--- src/rtl/bus_write_monitor_if.sv ---
// CPU-to-memory write bus as seen by passive observers.
// The core drives it through master; snoopers like bus_write_monitor use slave.
interface bus_write_monitor_if;
  logic [15:0] address;
  logic [7:0]  data;
  logic        memwrite;

  modport master (
    output address,
    output data,
    output memwrite
  );

  modport slave (
    input address,
    input data,
    input memwrite
  );
endinterface

--- src/rtl/bus_write_monitor.sv ---
// Snoops CPU write cycles and raises a sticky pass/fail/timeout verdict,
// keeping write/cycle counters and a small ring of recent writes for debug.
module bus_write_monitor #(
  parameter logic [15:0] RESULT_ADDR    = 16'h0040,
  parameter logic [7:0]  EXPECTED       = 8'h33,
  parameter int unsigned TIMEOUT_CYCLES = 45,
  parameter int unsigned HIST_DEPTH     = 4
) (
  input  logic                          ph1,
  input  logic                          reset,
  bus_write_monitor_if.slave            bus,
  input  logic [$clog2(HIST_DEPTH)-1:0] hist_idx,
  output logic [15:0]                   hist_addr,
  output logic [7:0]                    hist_data,
  output logic [7:0]                    write_count,
  output logic [15:0]                   cycle_count,
  output logic                          done,
  output logic                          pass,
  output logic                          fail,
  output logic                          timeout
);

  localparam int unsigned IdxW = $clog2(HIST_DEPTH);
  // Value of cycle_count during the last cycle allowed in RUN.
  localparam logic [15:0] TimeoutLast = 16'(TIMEOUT_CYCLES - 1);

  typedef enum logic [1:0] {
    StRun,
    StPass,
    StFail,
    StTimeout
  } state_e;

  state_e           state_q, state_d;
  logic [15:0]      cycle_q, cycle_d;
  logic [7:0]       wcount_q, wcount_d;
  logic [IdxW-1:0]  wptr_q, wptr_d;
  logic             hist_we;
  logic [15:0]      hist_addr_q [HIST_DEPTH];
  logic [7:0]       hist_data_q [HIST_DEPTH];
  logic [IdxW-1:0]  rd_ptr;
  logic             result_write;

  assign result_write = bus.memwrite && (bus.address == RESULT_ADDR);

  always_comb begin
    state_d  = state_q;
    cycle_d  = cycle_q;
    wcount_d = wcount_q;
    wptr_d   = wptr_q;
    hist_we  = 1'b0;
    unique case (state_q)
      StRun: begin
        if (cycle_q != 16'hffff) begin
          cycle_d = cycle_q + 16'd1;
        end
        if (bus.memwrite) begin
          hist_we = 1'b1;
          wptr_d  = wptr_q + IdxW'(1);
          if (wcount_q != 8'hff) begin
            wcount_d = wcount_q + 8'd1;
          end
        end
        // A result write beats timeout expiry in the same cycle.
        if (result_write) begin
          state_d = (bus.data == EXPECTED) ? StPass : StFail;
        end else if (cycle_q == TimeoutLast) begin
          state_d = StTimeout;
        end
      end
      default: ;
    endcase
  end

  always_ff @(posedge ph1 or posedge reset) begin
    if (reset) begin
      state_q  <= StRun;
      cycle_q  <= 16'h0000;
      wcount_q <= 8'h00;
      wptr_q   <= '0;
    end else begin
      state_q  <= state_d;
      cycle_q  <= cycle_d;
      wcount_q <= wcount_d;
      wptr_q   <= wptr_d;
    end
  end

  always_ff @(posedge ph1 or posedge reset) begin
    if (reset) begin
      for (int i = 0; i < HIST_DEPTH; i++) begin
        hist_addr_q[i] <= 16'h0000;
        hist_data_q[i] <= 8'h00;
      end
    end else if (hist_we) begin
      hist_addr_q[wptr_q] <= bus.address;
      hist_data_q[wptr_q] <= bus.data;
    end
  end

  // wptr_q points at the next free slot, so the newest entry sits one behind it.
  assign rd_ptr    = wptr_q - IdxW'(1) - hist_idx;
  assign hist_addr = hist_addr_q[rd_ptr];
  assign hist_data = hist_data_q[rd_ptr];

  assign write_count = wcount_q;
  assign cycle_count = cycle_q;
  assign done        = (state_q != StRun);
  assign pass        = (state_q == StPass);
  assign fail        = (state_q == StFail);
  assign timeout     = (state_q == StTimeout);

endmodule

--- src/flat_wrapper.sv ---
// flat-port wrapper written by rule: the top's interface ports become plain ports
module bus_write_monitor_flat 
#(
  parameter logic [15:0] RESULT_ADDR    = 16'h0040,
  parameter logic [7:0]  EXPECTED       = 8'h33,
  parameter int unsigned TIMEOUT_CYCLES = 45,
  parameter int unsigned HIST_DEPTH     = 4
)
  (ph1, reset, hist_idx, hist_addr, hist_data, write_count, cycle_count, done, pass, fail, timeout, bus_address, bus_data, bus_memwrite);
  bus_write_monitor_if bus_i ();
  input  logic ph1;
  input  logic reset;
  input  logic [$clog2(HIST_DEPTH)-1:0] hist_idx;
  output logic [15:0] hist_addr;
  output logic [7:0] hist_data;
  output logic [7:0] write_count;
  output logic [15:0] cycle_count;
  output logic done;
  output logic pass;
  output logic fail;
  output logic timeout;
  input wire logic [$bits(bus_i.address)-1:0] bus_address;
  input wire logic [$bits(bus_i.data)-1:0] bus_data;
  input wire logic [$bits(bus_i.memwrite)-1:0] bus_memwrite;
  assign bus_i.address = bus_address;
  assign bus_i.data = bus_data;
  assign bus_i.memwrite = bus_memwrite;
  bus_write_monitor #(.RESULT_ADDR(RESULT_ADDR), .EXPECTED(EXPECTED), .TIMEOUT_CYCLES(TIMEOUT_CYCLES), .HIST_DEPTH(HIST_DEPTH)) u_core (.ph1(ph1), .reset(reset), .bus(bus_i), .hist_idx(hist_idx), .hist_addr(hist_addr), .hist_data(hist_data), .write_count(write_count), .cycle_count(cycle_count), .done(done), .pass(pass), .fail(fail), .timeout(timeout));
endmodule
--- config.mk ---
export PLATFORM = sky130hd
export DESIGN_NAME = bus_write_monitor_flat
export DESIGN_NICKNAME = d
export VERILOG_FILES = /design/src/rtl/bus_write_monitor_if.sv /design/src/rtl/bus_write_monitor.sv /design/src/flat_wrapper.sv
export SDC_FILE = /design/constraint.sdc
export NUM_CORES = 1
export LEC_CHECK = 0
export CAP_MARGIN = 10
export CORE_MARGIN = 4
export CORE_UTILIZATION = 59
export DETAILED_ROUTE_END_ITERATION = 6
export GPL_TIMING_DRIVEN = 0
export PLACE_DENSITY_LB_ADDON = 0.05
export SLEW_MARGIN = 30
export SYNTH_ARGS = -nofsm -noshare
export SYNTH_HDL_FRONTEND = slang
export SYNTH_SLANG_ARGS = --single-unit
--- constraint.sdc ---
create_clock -name ph1 -period 6.35 [get_ports ph1]
set_clock_uncertainty 0.1 [all_clocks]
set_input_delay 1.27 -clock ph1 [delete_from_list [all_inputs] [get_ports ph1]]
set_output_delay 1.27 -clock ph1 [all_outputs]
set_load 0.05 [all_outputs]
==> flow_summary.yaml, run 1 <==
detailed_routing:
  drtAntennaViolNets: 0
  dr.first_iter.drc_count: 106
  num_vias: 3601
  wl_mm: 12.38
  firstDrtPassIters: 6
  avgRoutedWirePerCell_um: 19.97
  drc_errors: 0
  vias_per_cell: 5.808
power_and_ir_drop:
  p_per_area_nw_per_um2: 252.8
  p_leak_nw: 3.427
  vdd_drop_max_mv: 0.1454
clock_network:
  clock_latency_ns: 0.51
  clk_pin_slew_ns: 0.06
  cts_sinks: 124
  post_cts_buffers: 0
  cts_tree: "yes"
  numCtsBuffers: 17
  cts_htree_levels: 4
  clock_tree.buffer_depth: 2
  cts_resized: 0
  clockRootBuffer: "clkbuf_8"
  cts_hold_buf: 0
floorplan:
  die_y_um: 106.1
  ios: 81
  die_x_um: 106.1
  core_sq_um: 9284
  start_util: 0.6111
  dieArea_sq_um: 11250
  rows: 35
place:
  dp_hpwl_mm: 7.925
  place.gp.congestion: 0.8417
  post-place-ws_ns: 0.7870
  portBuffers: 80
critical_path:
  cp.arrival_ns: 4.20
  worst-endpoint-required_ns: 4.98
  crit_path_start_kind: "input pin"
  path_class: "input pin to output port"
  cp-end-kind: "output port"
  crit_fanout: 10
sta:
  worst_pin_slew_ns: 0.6924
  hold_viol: 0
  min_period_ns: 5.565
  final.period_utilization: 0.8764
  final_max_slew_viol_count: 0
  max_freq_mhz: 179.7
  timing.max_slew.rel_slack: 0.5351
  layout_setup_ws_ns: 0.7848
  finalSetupTns_ns: 0
  setup_violations: 0
  rsz0062_at_grt: "no"
finish:
  ff_latch_area_sq_um: 3103
  area_delta_synth_final_pct: 28.23
  layout-drive-gt1-share: 0.3646
  multi_input_area_sq_um: 2460
  layout_commonest_cell: "dfrtp_1"
  final_cell_mix: "dfrtp_1 (124), mux2_2 (100), clkdlybuf4s50_1 (80), mux4_2 (24)"
  n_antenna_cell: 0
  nFillCells: 596
  layout.nets: 516
yosys:
  async_reset_ff_frac: 1.000
  ys_types: 37
  ys_ff_latch: 124
  postSynthCellCount: 379
  synth-seq-area-share: 0.5470
  yosys_warnings: 0
  syn-mean-instance-area_sq_um: 14.97
  synthFlopType: "dfrtp_1"
  netlist_area_sq_um: 5673
  syn_nets: 416
  synth_edf_count: 0
global_routing:
  grt.total_usage: 0.2446
  antenna_found_initial: 0
  grt-ovfl-total: 0
  grt_pass1_wl_mm: 21.08
  grt_max_degree: 81
  grt_pass1_vias: 3909
worst_hold_path:
  hp-class: "register to register"
run:
  drv_cap: 0
run_status:
  status: "completed"
-- routing by layer --
metal / global-route usage / vias up / wire, um
met1: 0.3278 / 1860 / 5390
met5: 0 / - / 0
met3: 0.06982 / 22 / 630
li1: - / 1606 / -
met4: 0.07586 / 0 / 226
met2: 0.3916 / 113 / 6136
-- flip-flops by register name, indices dropped and copies added, names as in the netlist --
name and flops:
u_core.cycle_count 16, u_core.hist_data_q 32, u_core.state_q 2, u_core.wptr_q 2, u_core.write_count 8, u_core.hist_addr_q 64
-- synthesized netlist by cell type, drive strengths merged, types with 2 or more instances --
| cell type | instances | area [sq um] |
|---|---|---|
| dfrtp | 124 | 3103 |
| mux2 | 102 | 1149 |
| mux4 | 24 | 540.5 |
| buf | 17 | 83.83 |
| nand2 | 12 | 47.55 |
| xnor2 | 12 | 105.1 |
| xor2 | 10 | 87.58 |
| and3 | 9 | 56.30 |
| nand3 | 9 | 62.56 |
| ha | 8 | 100.1 |
| inv | 7 | 26.28 |
| nand4 | 7 | 43.79 |
| nor2 | 6 | 30.03 |
| nor3 | 6 | 35.03 |
| nor4 | 6 | 37.54 |
| nor4b | 3 | 32.53 |
| a31oi | 2 | 12.51 |
| and4 | 2 | 20.02 |
| nor2b | 2 | 12.51 |
| nor3b | 2 | 15.01 |
| o21bai | 2 | 15.01 |
| or3 | 2 | 17.52 |
-- per-stage QoR --
| step | hold WS, ns | utilization | instances | cell area (sq um) | total power (W) |
|---|---|---|---|---|---|
| CTS | 0.3935 | 0.7836 | 620 | 7274 | 0.001847 |
| finish | 0.3890 | 0.7836 | 620 | 7274 | 0.001839 |
| global route | 0.4109 | 0.7836 | 620 | 7274 | 0.001900 |
| detailed placement | 0.3855 | 0.7185 | 589 | 6670 | 0.0008685 |
| global placement | 0.3777 | 0.7147 | 588 | 6635 | 0.0008650 |
| floorplan | 0.3751 | - | 379 | 5673 | 0.0008306 |
-- final timing paths --
check	from	endpoint	slack, ns	cells after the start
max reg2reg	u_core.state_q[1]	u_core.hist_addr_q[21]	4.34	5
min in group asynchronous	reset	u_core.cycle_count[4]	1.04	2
min reg2reg	u_core.write_count[5]	u_core.write_count[5]	0.39	1
min	u_core.write_count[5]	u_core.write_count[5]	0.39	1
max in group asynchronous	reset	u_core.hist_data_q[11]	4.45	3
max	hist_idx[0]	hist_data[6]	0.78	8
-- cells by family (layout without fill, tap and decap cells) --
family	Yosys count	after routing	share of synthesized area
flip-flops	124	124	0.5470
multiplexers	127	127	0.2995
XOR/XNOR	22	22	0.03396
AND/OR/NAND/NOR	68	68	0.07455
adder cells (fa/ha/maj)	8	8	0.01765
AO/OA/AOI/OAI	6	6	0.007939
buffers and inverters	24	136	0.01941
-- where the power goes --
group          internal (W)  switching (W)  leakage [nW]
logic             0.0000254      0.0000375          1.42
clock network      0.000644       0.000341         0.283
registers          0.000791   0.0000000293          1.73
-- worst max-delay path, stage by stage --
cell and delay (ns):
clkdlybuf4s50_1 0.45, inv_1 0.04, ha_1 0.19, xor2_1 0.15
xnor2_1 0.56, buf_2 0.43, mux4_2 0.38, clkdlybuf4s50_1 0.72
-- area by class of cell --
cell class                      instances  area share
Tap cell                              129     0.02219
Multi-Input combinational cell        231      0.3381
Clock inverter                         11     0.02322
Buffer                                 17     0.01152
Timing Repair Buffer                   81      0.1139
Clock buffer                           20     0.05986
Inverter                                7    0.004644
Sequential cell                       124      0.4266
Note: power is estimated with default switching activity, not from simulation.
==> run 2: changes to the inputs <==
--- a/config.mk
+++ b/config.mk
@@ -7,9 +7,8 @@
 export LEC_CHECK = 0
 export CAP_MARGIN = 10
 export CORE_MARGIN = 4
-export CORE_UTILIZATION = 59
+export CORE_UTILIZATION = 55
 export DETAILED_ROUTE_END_ITERATION = 6
-export GPL_TIMING_DRIVEN = 0
 export PLACE_DENSITY_LB_ADDON = 0.05
 export SLEW_MARGIN = 30
 export SYNTH_ARGS = -nofsm -noshare
==> run 2 against run 1 <==
  * Total power decreased by 2.7%
  * Hold slack improved by 0.011 ns
  * Fmax increased by 7.7%
  * First-iteration DRC count increased by 66%
  * Sequential share of layout area increased by 0.43 points
  * Highest routed layer unchanged
==> flow_summary.yaml, run 2 (synthesis results as in run 1) <==
worst_hold_path:
  hp-class: "register to register"
run:
  drv_cap: 0
floorplan:
  die_y_um: 109.6
  start_util: 0.5725
  die_x_um: 109.6
  ios: 81
  dieArea_sq_um: 12000
  rows: 36
  core_sq_um: 9910
sta:
  layout_setup_ws_ns: 1.185
  final.period_utilization: 0.8134
  hold_viol: 0
  min_period_ns: 5.165
  rsz0062_at_grt: "no"
  whs_ns: 0.4003
  timing.max_slew.rel_slack: 0.5215
  finalSetupTns_ns: 0
  worst_pin_slew_ns: 0.7177
  max_freq_mhz: 193.6
  setup_violations: 0
  final_max_slew_viol_count: 0
clock_network:
  clock_latency_ns: 0.52
  cts_htree_levels: 4
  clk_pin_slew_ns: 0.05
  clockRootBuffer: "clkbuf_8"
  cts_tree: "yes"
  cts_sinks: 124
  clock_tree.buffer_depth: 2
  cts_hold_buf: 0
  numCtsBuffers: 17
  cts_resized: 0
  post_cts_buffers: 0
finish:
  final_cell_mix: "dfrtp_1 (124), mux2_2 (100), clkdlybuf4s50_1 (80), mux4_2 (24), clkbuf_16 (16)"
  n_antenna_cell: 0
  largest_reg_flops: 64
  largest_register: "u_core.hist_addr_q"
  area_delta_synth_final_pct: 26.95
  layout-drive-gt1-share: 0.3514
  layout.nets: 505
  layout_commonest_cell: "dfrtp_1"
place:
  post-place-ws_ns: 1.157
  place.gp.congestion: 0.8482
  dp_hpwl_mm: 7.644
  portBuffers: 80
critical_path:
  path_common_cell: "clkdlybuf4s50_1"
  path_class: "input pin to output port"
  cp-end-kind: "output port"
  cp.arrival_ns: 3.80
  path_cells: "clkdlybuf4s50_1, inv_1, ha_1, buf_4, mux4_2, clkdlybuf4s50_1"
  crit_fanout: 24
  worst-endpoint-required_ns: 4.98
  critPathBufInv: 4
  cp_slowest_cell: "clkdlybuf4s50_1"
  crit_family: "buffers and inverters"
  critPathMaxStageDelay_ns: 0.72
  crit_path_start_kind: "input pin"
power_and_ir_drop:
  p_leak_nw: 3.371
  vdd_drop_max_mv: 0.1757
  p_per_area_nw_per_um2: 248.3
detailed_routing:
  drtAntennaViolNets: 0
  vias_per_cell: 5.692
  dr.first_iter.drc_count: 176
  firstDrtPassIters: 4
  avgRoutedWirePerCell_um: 19.40
  drc_errors: 0
  wl_mm: 11.91
  num_vias: 3495
global_routing:
  grt_max_degree: 81
  grt_pass1_wl_mm: 19.91
  grt-ovfl-total: 0
  grt_pass1_vias: 3851
  antenna_found_initial: 0
  grt.total_usage: 0.2209
run_status:
  status: "completed"
## run 2: report_power, final
group	internal [W]	switching [W]	total [W]
sequential	0.000791	0.0000000285	0.000791
combinational	0.0000240	0.0000367	0.0000607
clock	0.000609	0.000328	0.000937
total	0.00142	0.000365	0.00179
## run 2: worst paths after layout
check                      cells past startpoint                endpoint             startpoint  slack [ns]
setup / recovery                               6            hist_addr[5]            hist_idx[0]        1.18
hold / removal                                 1   u_core.write_count[7]  u_core.write_count[7]        0.40
setup reg to reg                               4  u_core.hist_addr_q[30]      u_core.state_q[1]        4.08
hold reg to reg                                1   u_core.write_count[7]  u_core.write_count[7]        0.40
max in group asynchronous                      3  u_core.hist_addr_q[60]                  reset        3.96
min in group asynchronous                      2  u_core.hist_addr_q[19]                  reset        1.14
## run 2: stage by stage
step,utilization,total power (W),std cells,cell area [sq um]
floorplan,-,0.0008306,379,5673
global placement,0.6679,0.0008655,582,6619
detailed placement,0.6679,0.0008659,582,6619
CTS,0.7265,0.001803,614,7199
global route,0.7268,0.001845,614,7202
finish,0.7268,0.001789,614,7202
## run 2: worst register-to-register path, delay by kind of cell (launching register included)
family / cells / cell delay, ns
muxes: 1 / 0.38
buffers and inverters: 1 / 0.37
DFF: 1 / 0.44
and+or+nand+nor: 2 / 0.86
## run 2: routing by layer
metal | vias to the layer above | global-route usage | share of wire
li1 | 1578 | - | -
met1 | 1819 | 0.2992 | 0.45
met2 | 85 | 0.3492 | 0.50
met3 | 13 | 0.06342 | 0.044
met4 | 0 | 0.06679 | 0.011
met5 | - | 0 | 0
## run 2: final cells by class
cell class / count / area [sq um]
Sequential cell: 124 / 3103
Fill cell: 673 / 2708
Multi-Input combinational cell: 231 / 2467
Timing Repair Buffer: 87 / 853.3
Clock buffer: 26 / 498.0
Tap cell: 133 / 166.4
Clock inverter: 6 / 82.58
Inverter: 7 / 31.28
